**src/rtl/gyro_pkg.sv**
```systemverilog
// Shared constants for the gyro square-wave demodulator: state encoding,
// default datapath widths and output saturation limits.
package gyro_pkg;

   // Demodulator states
   localparam logic [2:0] ST_IDLE   = 3'd0;
   localparam logic [2:0] ST_WAIT_H = 3'd1;
   localparam logic [2:0] ST_ACC_H  = 3'd2;
   localparam logic [2:0] ST_WAIT_L = 3'd3;
   localparam logic [2:0] ST_ACC_L  = 3'd4;

   // Default widths
   localparam int ADC_W  = 14;
   localparam int ACC_W  = 48;
   localparam int MEAS_W = 10;

   // Signed output range for the default measurement width
   localparam int SAT_MAX = (1 << (MEAS_W - 1)) - 1;
   localparam int SAT_MIN = -(1 << (MEAS_W - 1));

endpackage

```
**src/rtl/gyro_demod_meas_if.sv**
```systemverilog
// Sample/configuration/measurement bundle between the ADC front end and the
// demodulator. The master side supplies samples and settings.
interface gyro_demod_meas_if #(
   parameter int ADC_W  = gyro_pkg::ADC_W,
   parameter int MEAS_W = gyro_pkg::MEAS_W
);
   logic signed [ADC_W-1:0]  i_adc;
   logic        [31:0]       i_freq_cnt;
   logic        [31:0]       i_wait_cnt;
   logic        [4:0]        i_shift;
   logic                     o_mod;
   logic signed [MEAS_W-1:0] o_meas;
   logic                     o_meas_valid;

   modport master (
      output i_adc, i_freq_cnt, i_wait_cnt, i_shift,
      input  o_mod, o_meas, o_meas_valid
   );

   modport slave (
      input  i_adc, i_freq_cnt, i_wait_cnt, i_shift,
      output o_mod, o_meas, o_meas_valid
   );
endinterface

```
**src/rtl/gyro_meas_sat.sv**
```systemverilog
// Registered arithmetic right shift and saturation of the period difference
// down to the measurement width. One clock of latency.
module gyro_meas_sat #(
   parameter int ACC_W  = gyro_pkg::ACC_W,
   parameter int MEAS_W = gyro_pkg::MEAS_W
) (
   input  logic                     i_clk,
   input  logic                     i_rst_n,
   input  logic signed [ACC_W-1:0]  i_diff,
   input  logic        [4:0]        i_shift,
   input  logic                     i_valid,
   output logic signed [MEAS_W-1:0] o_meas,
   output logic                     o_meas_valid
);
   localparam logic signed [MEAS_W-1:0] MEAS_MAX = {1'b0, {(MEAS_W-1){1'b1}}};
   localparam logic signed [MEAS_W-1:0] MEAS_MIN = {1'b1, {(MEAS_W-1){1'b0}}};

   logic signed [ACC_W-1:0]  scaled;
   logic signed [MEAS_W-1:0] sat_d;

   // Shift, then clip whenever the bits above the output sign disagree with it
   always_comb begin
      scaled = i_diff >>> i_shift;
      if (!scaled[ACC_W-1] && (|scaled[ACC_W-2:MEAS_W-1])) begin
         sat_d = MEAS_MAX;
      end else if (scaled[ACC_W-1] && !(&scaled[ACC_W-2:MEAS_W-1])) begin
         sat_d = MEAS_MIN;
      end else begin
         sat_d = scaled[MEAS_W-1:0];
      end
   end

   // Output register; measurement holds between strobes
   always_ff @(posedge i_clk or negedge i_rst_n) begin
      if (!i_rst_n) begin
         o_meas       <= '0;
         o_meas_valid <= 1'b0;
      end else begin
         o_meas_valid <= i_valid;
         if (i_valid) o_meas <= sat_d;
      end
   end
endmodule

```
**src/rtl/gyro_demod_meas.sv**
```systemverilog
// Square-wave bias modulator and synchronous demodulator. Integrates the
// settled part of each half period and emits one saturated difference per
// period of exactly 2N clocks.
module gyro_demod_meas
   import gyro_pkg::*;
#(
   parameter int ADC_W  = gyro_pkg::ADC_W,
   parameter int ACC_W  = gyro_pkg::ACC_W,
   parameter int MEAS_W = gyro_pkg::MEAS_W
) (
   input  logic            i_clk,
   input  logic            i_rst_n,
   gyro_demod_meas_if.slave bus
);
   logic [2:0]              state_q, state_d;
   logic [31:0]             cnt_q, cnt_d;
   logic [31:0]             n_q, w_q;
   logic [4:0]              shift_q;
   logic signed [ACC_W-1:0] acc_q, acc_d, sum_h_q, sum_h_d, diff_q, diff_d;
   logic                    diff_vld_q, diff_vld_d;
   logic                    mod_q;
   logic [31:0]             n_in, n_eff, w_eff;
   logic                    first_h, in_acc, last;
   logic signed [ACC_W-1:0] adc_ext;

   // Effective period settings: at cnt=0 of the high half the fresh inputs apply
   always_comb begin
      n_in    = (bus.i_freq_cnt < 32'd2) ? 32'd2 : bus.i_freq_cnt;
      first_h = ((state_q == ST_WAIT_H) || (state_q == ST_ACC_H)) && (cnt_q == 32'd0);
      n_eff   = first_h ? n_in : n_q;
      w_eff   = first_h ? bus.i_wait_cnt : w_q;
      in_acc  = (state_q == ST_ACC_H) || (state_q == ST_ACC_L);
      last    = (state_q != ST_IDLE) && (cnt_q == n_eff - 32'd1);
      adc_ext = {{(ACC_W-ADC_W){bus.i_adc[ADC_W-1]}}, bus.i_adc};
      acc_d   = ((cnt_q == 32'd0) ? '0 : acc_q) + (in_acc ? adc_ext : '0);
   end

   // Next-state, half-boundary and difference logic
   always_comb begin
      state_d    = state_q;
      cnt_d      = cnt_q;
      sum_h_d    = sum_h_q;
      diff_d     = diff_q;
      diff_vld_d = 1'b0;
      case (state_q)
         ST_IDLE: begin
            cnt_d   = 32'd0;
            state_d = (bus.i_wait_cnt == 32'd0) ? ST_ACC_H : ST_WAIT_H;
         end
         ST_WAIT_H, ST_ACC_H: begin
            if (last) begin
               sum_h_d = acc_d;
               cnt_d   = 32'd0;
               state_d = (w_eff == 32'd0) ? ST_ACC_L : ST_WAIT_L;
            end else begin
               cnt_d   = cnt_q + 32'd1;
               state_d = (cnt_q + 32'd1 >= w_eff) ? ST_ACC_H : ST_WAIT_H;
            end
         end
         ST_WAIT_L, ST_ACC_L: begin
            if (last) begin
               diff_d     = sum_h_q - acc_d;
               diff_vld_d = 1'b1;
               cnt_d      = 32'd0;
               // Next period's W is the one about to be latched
               state_d    = (bus.i_wait_cnt == 32'd0) ? ST_ACC_H : ST_WAIT_H;
            end else begin
               cnt_d   = cnt_q + 32'd1;
               state_d = (cnt_q + 32'd1 >= w_eff) ? ST_ACC_L : ST_WAIT_L;
            end
         end
         default: begin
            state_d = ST_IDLE;
            cnt_d   = 32'd0;
         end
      endcase
   end

   // State, counters, sums and per-period parameter latch
   always_ff @(posedge i_clk or negedge i_rst_n) begin
      if (!i_rst_n) begin
         state_q    <= ST_IDLE;
         cnt_q      <= '0;
         acc_q      <= '0;
         sum_h_q    <= '0;
         diff_q     <= '0;
         diff_vld_q <= 1'b0;
         mod_q      <= 1'b0;
         n_q        <= 32'd2;
         w_q        <= '0;
         shift_q    <= '0;
      end else begin
         state_q    <= state_d;
         cnt_q      <= cnt_d;
         acc_q      <= acc_d;
         sum_h_q    <= sum_h_d;
         diff_q     <= diff_d;
         diff_vld_q <= diff_vld_d;
         mod_q      <= (state_d == ST_WAIT_H) || (state_d == ST_ACC_H);
         if (first_h) begin
            n_q     <= n_in;
            w_q     <= bus.i_wait_cnt;
            shift_q <= bus.i_shift;
         end
      end
   end

   logic signed [MEAS_W-1:0] meas;
   logic                     meas_valid;

   // shift_q still holds the finished period's value when the diff is scaled
   gyro_meas_sat #(
      .ACC_W  (ACC_W),
      .MEAS_W (MEAS_W)
   ) u_sat (
      .i_clk        (i_clk),
      .i_rst_n      (i_rst_n),
      .i_diff       (diff_q),
      .i_shift      (shift_q),
      .i_valid      (diff_vld_q),
      .o_meas       (meas),
      .o_meas_valid (meas_valid)
   );

   assign bus.o_mod        = mod_q;
   assign bus.o_meas       = meas;
   assign bus.o_meas_valid = meas_valid;
endmodule
```
**src/flat_wrapper.sv**
```systemverilog
// flat-port wrapper written by rule: the top's interface ports become plain ports
module gyro_demod_meas_flat import gyro_pkg::*;
#(
   parameter int ADC_W  = gyro_pkg::ADC_W,
   parameter int ACC_W  = gyro_pkg::ACC_W,
   parameter int MEAS_W = gyro_pkg::MEAS_W
)
  (i_clk, i_rst_n, bus_i_adc, bus_i_freq_cnt, bus_i_wait_cnt, bus_i_shift, bus_o_mod, bus_o_meas, bus_o_meas_valid);
  gyro_demod_meas_if #(.ADC_W(ADC_W), .MEAS_W(MEAS_W)) bus_i ();
  input  logic i_clk;
  input  logic i_rst_n;
  input wire logic [$bits(bus_i.i_adc)-1:0] bus_i_adc;
  input wire logic [$bits(bus_i.i_freq_cnt)-1:0] bus_i_freq_cnt;
  input wire logic [$bits(bus_i.i_wait_cnt)-1:0] bus_i_wait_cnt;
  input wire logic [$bits(bus_i.i_shift)-1:0] bus_i_shift;
  output wire logic [$bits(bus_i.o_mod)-1:0] bus_o_mod;
  output wire logic [$bits(bus_i.o_meas)-1:0] bus_o_meas;
  output wire logic [$bits(bus_i.o_meas_valid)-1:0] bus_o_meas_valid;
  assign bus_i.i_adc = bus_i_adc;
  assign bus_i.i_freq_cnt = bus_i_freq_cnt;
  assign bus_i.i_wait_cnt = bus_i_wait_cnt;
  assign bus_i.i_shift = bus_i_shift;
  assign bus_o_mod = bus_i.o_mod;
  assign bus_o_meas = bus_i.o_meas;
  assign bus_o_meas_valid = bus_i.o_meas_valid;
  gyro_demod_meas #(.ADC_W(ADC_W), .ACC_W(ACC_W), .MEAS_W(MEAS_W)) u_core (.i_clk(i_clk), .i_rst_n(i_rst_n), .bus(bus_i));
endmodule
```
**config.mk**
```make
export PLATFORM = sky130hd
export DESIGN_NAME = gyro_demod_meas_flat
export DESIGN_NICKNAME = d
export VERILOG_FILES = /design/src/rtl/gyro_pkg.sv /design/src/rtl/gyro_demod_meas_if.sv /design/src/rtl/gyro_meas_sat.sv /design/src/rtl/gyro_demod_meas.sv /design/src/flat_wrapper.sv
export SDC_FILE = /design/constraint.sdc
export NUM_CORES = 1
export LEC_CHECK = 0
export BUFFER_PORTS_ARGS = -buffer_cell sky130_fd_sc_hd__buf_2
export CORE_MARGIN = 2
export CORE_UTILIZATION = 25
export CTS_CLUSTER_SIZE = 12
export DETAILED_ROUTE_END_ITERATION = 7
export PLACE_DENSITY = 0.46
export SETUP_SLACK_MARGIN = 0.02
export SYNTH_ARGS = -nofsm -noshare
export SYNTH_HDL_FRONTEND = slang
export SYNTH_HIERARCHICAL = 1
export SYNTH_SLANG_ARGS = --single-unit
```
**constraint.sdc**
```tcl
create_clock -name i_clk -period 8.55 [get_ports i_clk]
set_clock_uncertainty 0.05 [all_clocks]
set_input_delay 0.855 -clock i_clk [delete_from_list [all_inputs] [get_ports i_clk]]
set_output_delay 0.855 -clock i_clk [all_outputs]
set_load 0.005 [all_outputs]
```
# Word-level counts from Yosys, hierarchy flattened

Cells that the tools add are included.

Shift operators: 1
Equal/unequal tests: 7
Add/subtract/negate cells: 4
Magnitude comparators: 2
Reductions and logical operators: 21
Multiplexer cells: 18

Operators with widths:

| kind                                                                          | count |
|---|---|
| 32-bit 2-to-1 mux                                                             | 5 |
| 32-bit zero test                                                              | 3 |
| 48-bit 2-to-1 mux                                                             | 2 |
| 48-bit adder                                                                  | 1 |
| 48-bit by 5-bit >>> shifter with 48-bit output                                | 1 |
| 48-bit subtractor                                                             | 1 |
| 38-bit AND reduction                                                          | 1 |
| 38-bit OR reduction                                                           | 1 |
| 32-bit by 1-bit adder with 32-bit output, second input constant               | 1 |
| 32-bit equality test                                                          | 1 |
| 32-bit >= comparator                                                          | 1 |
| 32-bit by 2-bit less-than comparator with 1-bit output, second input constant | 1 |
| 32-bit by 1-bit subtractor with 32-bit output, second input constant          | 1 |
| 10-bit 2-to-1 mux                                                             | 2 |
| 3-bit 2-to-1 mux                                                              | 4 |
| 3-bit by 2-bit equality test with 1-bit output, second input constant         | 3 |
| 3-bit case mux with 3 select lines                                            | 1 |
| 3-bit by 1-bit equality test with 1-bit output, second input constant         | 2 |
| 1-bit logical AND                                                             | 4 |
| 2-bit 2-to-1 mux                                                              | 2 |
| 2-bit AND reduction                                                           | 2 |
| 2-bit OR reduction                                                            | 2 |
| 4-bit OR reduction                                                            | 1 |
| 3-bit equality test, second input constant                                    | 1 |
| other kinds (5)                                                               | 9 |

Logic and storage cells: 65
Output and inout bits: 12
Register bits: 261

# Longest topological paths before layout

Depth in word-level cells: 11
Depth in mapped cells: 36
Depth with buffers taken out: 33

# Modules after synthesis

Netlist, hierarchy kept.

By module, submodules not included:

| module          | area an instance (um2) | instances | cells an instance |
|---|---|---|---|
| gyro_demod_meas | 17219.0                | 1         | 1896 |
| gyro_meas_sat   | 4041.4                 | 1         | 453 |

# Worst setup path before layout

OpenSTA, ideal clock, no wires.

Path type: reg-to-reg
From: register u_core.cnt_q[0]
To: register u_core.diff_q[47]
Path slack: 1.229 ns
Data arrival time: 7.143 ns
Cell stages (with the launch flop): 37
Data required time: 8.372 ns
Library setup time: 0.128 ns
Cell sequence: dfrtp_1 > inv_1 > ha_1 > nor4b_2 > nand4_1 > clkbuf_1 > nor2_1 > clkbuf_1 > clkbuf_1 > nor2b_1 > ha_1 > fa_1 > a21o_1 > a21oi_1 > o21bai_1 > a211o_1 > a31oi_1 > o211ai_1 > a311o_1 > or4_1 > a31oi_1 > o21ai_0 > xnor2_1 > inv_1 > ha_1 > a21oi_1 > o21ai_0 > a21o_1 > a21o_1 > a21oi_1 > o21bai_1 > a21oi_1 > o21bai_1 > a21oi_1 > xor2_1 > xnor2_1 > o21ai_0

Elaborated cells on any way between the ends: 10

RTL lines:

| item                     | line                  | text |
|---|---|---|
| start: declaration       | gyro_demod_meas.sv:16 | `logic [31:0] cnt_q, cnt_d;` |
| start signal: assignment | gyro_demod_meas.sv:94 | `cnt_q <= cnt_d;` |
| 32-bit zero test         | gyro_demod_meas.sv:35 | `acc_d = ((cnt_q == 32'd0) ? '0 : acc_q) + (in_acc ? adc_ext : '0);` |
| 48-bit 2-to-1 mux        | gyro_demod_meas.sv:35 |  |
| 48-bit adder             | gyro_demod_meas.sv:35 |  |
| net u_core.acc_d[40]     | gyro_demod_meas.sv:19 | `logic signed [ACC_W-1:0] acc_q, acc_d, sum_h_q, sum_h_d, diff_q, diff_d;` |
| 48-bit subtractor        | gyro_demod_meas.sv:62 | `diff_d = sum_h_q - acc_d;` |
| end signal: assignment   | gyro_demod_meas.sv:97 | `diff_q <= diff_d;` |
| end: declaration         | gyro_demod_meas.sv:19 |  |

The timed path passes the listed nets, and every way through them passes these cells.
A chain may end at the register's enable or synchronous reset.

# Worst setup path in the final report

Ends and elaborated chain as after synthesis.

==> flow_summary_export.csv <==
group,metric,value,unit
grt,grt_max_degree,160,
critical_path,worstReg2RegEnd,"u_core/diff_q[47]$_DFFE_PN0P_",
finish,mostFrequentLayoutCells,"256 x dfrtp_1, 226 x nand2_1, 141 x a21oi_1, 137 x inv_1, 129 x ha_1",
power_and_ir_drop,sw_frac_of_total,0.263,
clock_tree,cts_sinks,261,
route,via_count,17800,
outcome,run_status,"finished clean",
floorplanning,start_util,0.253,
critical_path,path_common_cell,"a21oi_1",
yosys,ys_types,104,
power_and_ir_drop,p_clk_frac,0.499,
yosys,syn_inst,2349,
timing,maxSlewHeadroom,0.352,
power_and_ir_drop,leakagePower,11.2,nW
critical_path,reg2reg_slack,0.88,ns
critical_path,timing.rr.start,"u_core/cnt_q[0]$_DFF_PN0_",
timing,drv_slew,0,
timing,worstMarginPinSlew,0.972,ns
placed_design,post-place-ws,0.780,ns
floorplanning,die_area,0.0874,sq mm
power_and_ir_drop,p_int,2.18,mW
critical_path,cp.arrival,8.05,ns
clock_tree,cts_tree,"yes",
floorplanning,die_y,296,microns
route,viasPerCell,5.01,
critical_path,slowest_stage,"or4_1",
critical_path,r2r_cells,33,
grt,grt_pass1_vias,17600,
route,wl_per_cell,18.8,microns
clock_tree,h-tree-depth,2,
floorplanning,core_area,0.0840,sq mm
yosys,ys_seq_area_frac,0.307,
clock_tree,path_clk_slew,0.06,ns
timing,rsz0062_at_grt,"false",
flow_run,max_cap_violations,0,
yosys,synth_edf_count,0,
route,wirelength,66800,microns
clock_tree,cts_made_buffers,36,
timing,max_freq,0.130,GHz
critical_path,worst_setup_path_end_kind,"flop",
route,ant_nets,0,
clock_tree,clock_path_buffers,3,
power_and_ir_drop,power.switching,0.778,mW
timing,finalSetupTns,0,ns
route,dr.pass1.iters,5,
power_and_ir_drop,seq_power_share,0.428,
placed_design,portBuffers,96,
floorplanning,die_w,296,microns
yosys,syn-num-nets,2565,
route,first_iter_violations,1378,
timing,hold_viol,0,
critical_path,cp.required,8.93,ns
timing,setup_viol,0,
clock_tree,cts_setup_buffers,0,
grt,overflow,0,
grt,antenna_found_initial,15,
clock_tree,clkLatencyLatePin,0.60,ns
yosys,synth_area_per_cell,9.05,sq um
yosys,synth-main-ff-cell,"dfrtp_1",
power_and_ir_drop,p_per_area,123,mW/mm^2
yosys,synth_seq_cells,261,
route,drc_errors,0,
finish,final_common_cell,"dfrtp_1",
finish,syn2layout_area_growth,12.8,%
critical_path,cpPeakStageDelay,0.49,ns
floorplanning,rows,106,
clock_tree,hold_buffers,0,
power_and_ir_drop,vdd_ir_drop_max,0.118,mV
placed_design,finalWeightedCongestion,0.895,
critical_path,critPathLaunch,"u_core/cnt_q[0]$_DFF_PN0_",
finish,nets,2610,
placed_design,dp_hpwl,51500,microns
worst_hold_path,hold_class,"input port to async pin",
critical_path,critPathLaunchType,"flop",
finish,fill_cells,8877,
power_and_ir_drop,p_comb_frac,0.073,
yosys,syn_area,0.0213,sq mm
floorplanning,io_pins,97,
clock_tree,cts-root-buf,"clkbuf_16",
finish,drive_gt1_frac,0.124,
grt,track_usage,0.153,
yosys,async_flop_share,1.00,
critical_path,worst-setup-path-type,"flop to flop",
grt,grt_first_pass_wirelength,106000,microns
timing,final.min_clock_period,7.67,ns
timing,fin_crit_sh,0.897,
yosys,ys.warnings.count,6,
critical_path,crit_fanout,25,
timing,setup_ws,0.882,ns
-- worst max path at each step --
| stage | endpoint | cells past startpoint |
|---|---|---|
| 2_1_floorplan | u_core/diff_q[47]$_DFFE_PN0P_ | 36 |
| 3_3_place_gp | u_core/diff_q[44]$_DFFE_PN0P_ | 32 |
| 3_5_place_dp | u_core/diff_q[47]$_DFFE_PN0P_ | 33 |
| 4_1_cts | u_core/diff_q[47]$_DFFE_PN0P_ | 33 |
| 5_1_grt | u_core/diff_q[44]$_DFFE_PN0P_ | 32 |
| 6_report | u_core/diff_q[47]$_DFFE_PN0P_ | 33 |
-- layout make-up --
class / instances / area, sq um / area share
flip-flops and latches: 261 / 6540 / 0.273
clock inverters: 14 / 166 / 0.00694
well taps: 1134 / 1420 / 0.0591
inverters: 139 / 522 / 0.0218
repair buffers: 123 / 706 / 0.0294
multi-input cells: 1833 / 13600 / 0.569
diodes: 3 / 7.51 / 0.000313
clock buffers: 49 / 990 / 0.0413
-- flip-flops by register name, indices dropped and copies added (netlist names), 3 cells and up --
name and count:
u_core/w_q 32, u_core/shift_q 5, u_core/n_q 32, u_core/cnt_q 32
u_core/state_q 3, u_core/u_sat/o_meas 10, u_core/sum_h_q 48, u_core/diff_q 48
u_core/acc_q 48
-- per-layer routing --
layer,global-route usage,wire [microns],vias to the layer above
li1,-,-,8650
met1,0.225,33300,8572
met5,0,94,-
met4,0.0467,1860,16
met3,0.0256,3460,117
met2,0.227,28100,464
-- power groups by stage --
stage          clock, mW  combinational [mW]  sequential (mW)
6_report            1.48               0.217             1.27
5_1_grt             1.58               0.240             1.27
4_1_cts             1.53               0.219             1.27
3_5_place_dp           0               0.218             1.29
3_3_place_gp           0               0.217             1.29
2_1_floorplan          0               0.128             1.28
-- stage by stage --
step	utilization	power [mW]	std cells	area (sq um)	hold WS, ns
after global placement	0.272	1.50	3490	22800	0.421
after floorplan	-	1.41	2349	21300	0.315
after CTS	0.286	3.02	3553	24000	0.278
after global routing	0.286	3.09	3556	24000	0.313
final	0.286	2.96	3556	24000	0.219
after detailed placement	0.272	1.51	3490	22800	0.427
-- kinds of logic (layout without fill, tap and decap cells) --
group / Yosys count / count (layout) / share of synthesized area
flops: 261 / 261 / 0.307
mux: 207 / 207 / 0.134
compound gates: 580 / 580 / 0.176
buf+inv: 255 / 325 / 0.0527
fa+ha+maj: 131 / 131 / 0.0778
xor+xnor: 159 / 159 / 0.0688
other cells: 0 / 3 / 0
simple gates: 756 / 756 / 0.183
-- synthesized netlist by cell type (all sizes together) (16+ instances only) --
cell    number  area share
inv        138       0.024
o21ai      162       0.038
a211oi      16      0.0056
nor3        38      0.0089
nand4       48       0.015
clkbuf      54      0.0097
mux2i      114       0.054
ha         129       0.076
nand2      227       0.040
o31ai       17      0.0069
nor2b       65       0.019
o22ai       20      0.0059
and3        48       0.014
mux4        49       0.055
o21bai      22      0.0078
nand3       49       0.012
a21oi      141       0.033
or3         17      0.0050
xor2        51       0.021
mux2        44       0.025
nor4        38       0.012
buf         62       0.019
a21o        62       0.022
nor2       128       0.023
xnor2      103       0.042
and2        32      0.0094
nand2b      19      0.0056
dfrtp      260        0.31
-- critical path: cells and delay by family, from the launching register on --
family / cells / cell delay [ns]
simple gates: 5 / 1.28
buf+inv: 5 / 0.93
flops: 1 / 0.45
fa+ha+maj: 3 / 0.93
compound gates: 17 / 3.19
xor+xnor: 3 / 0.66
-- repair_timing --
item | 4_1_cts | 5_1_grt
endpoints found under the hold margin | 0 | 0
endpoints found under the setup margin | 0 | 1
resized for setup | 0 | 1
Note: power is estimated with default switching activity, not from simulation.
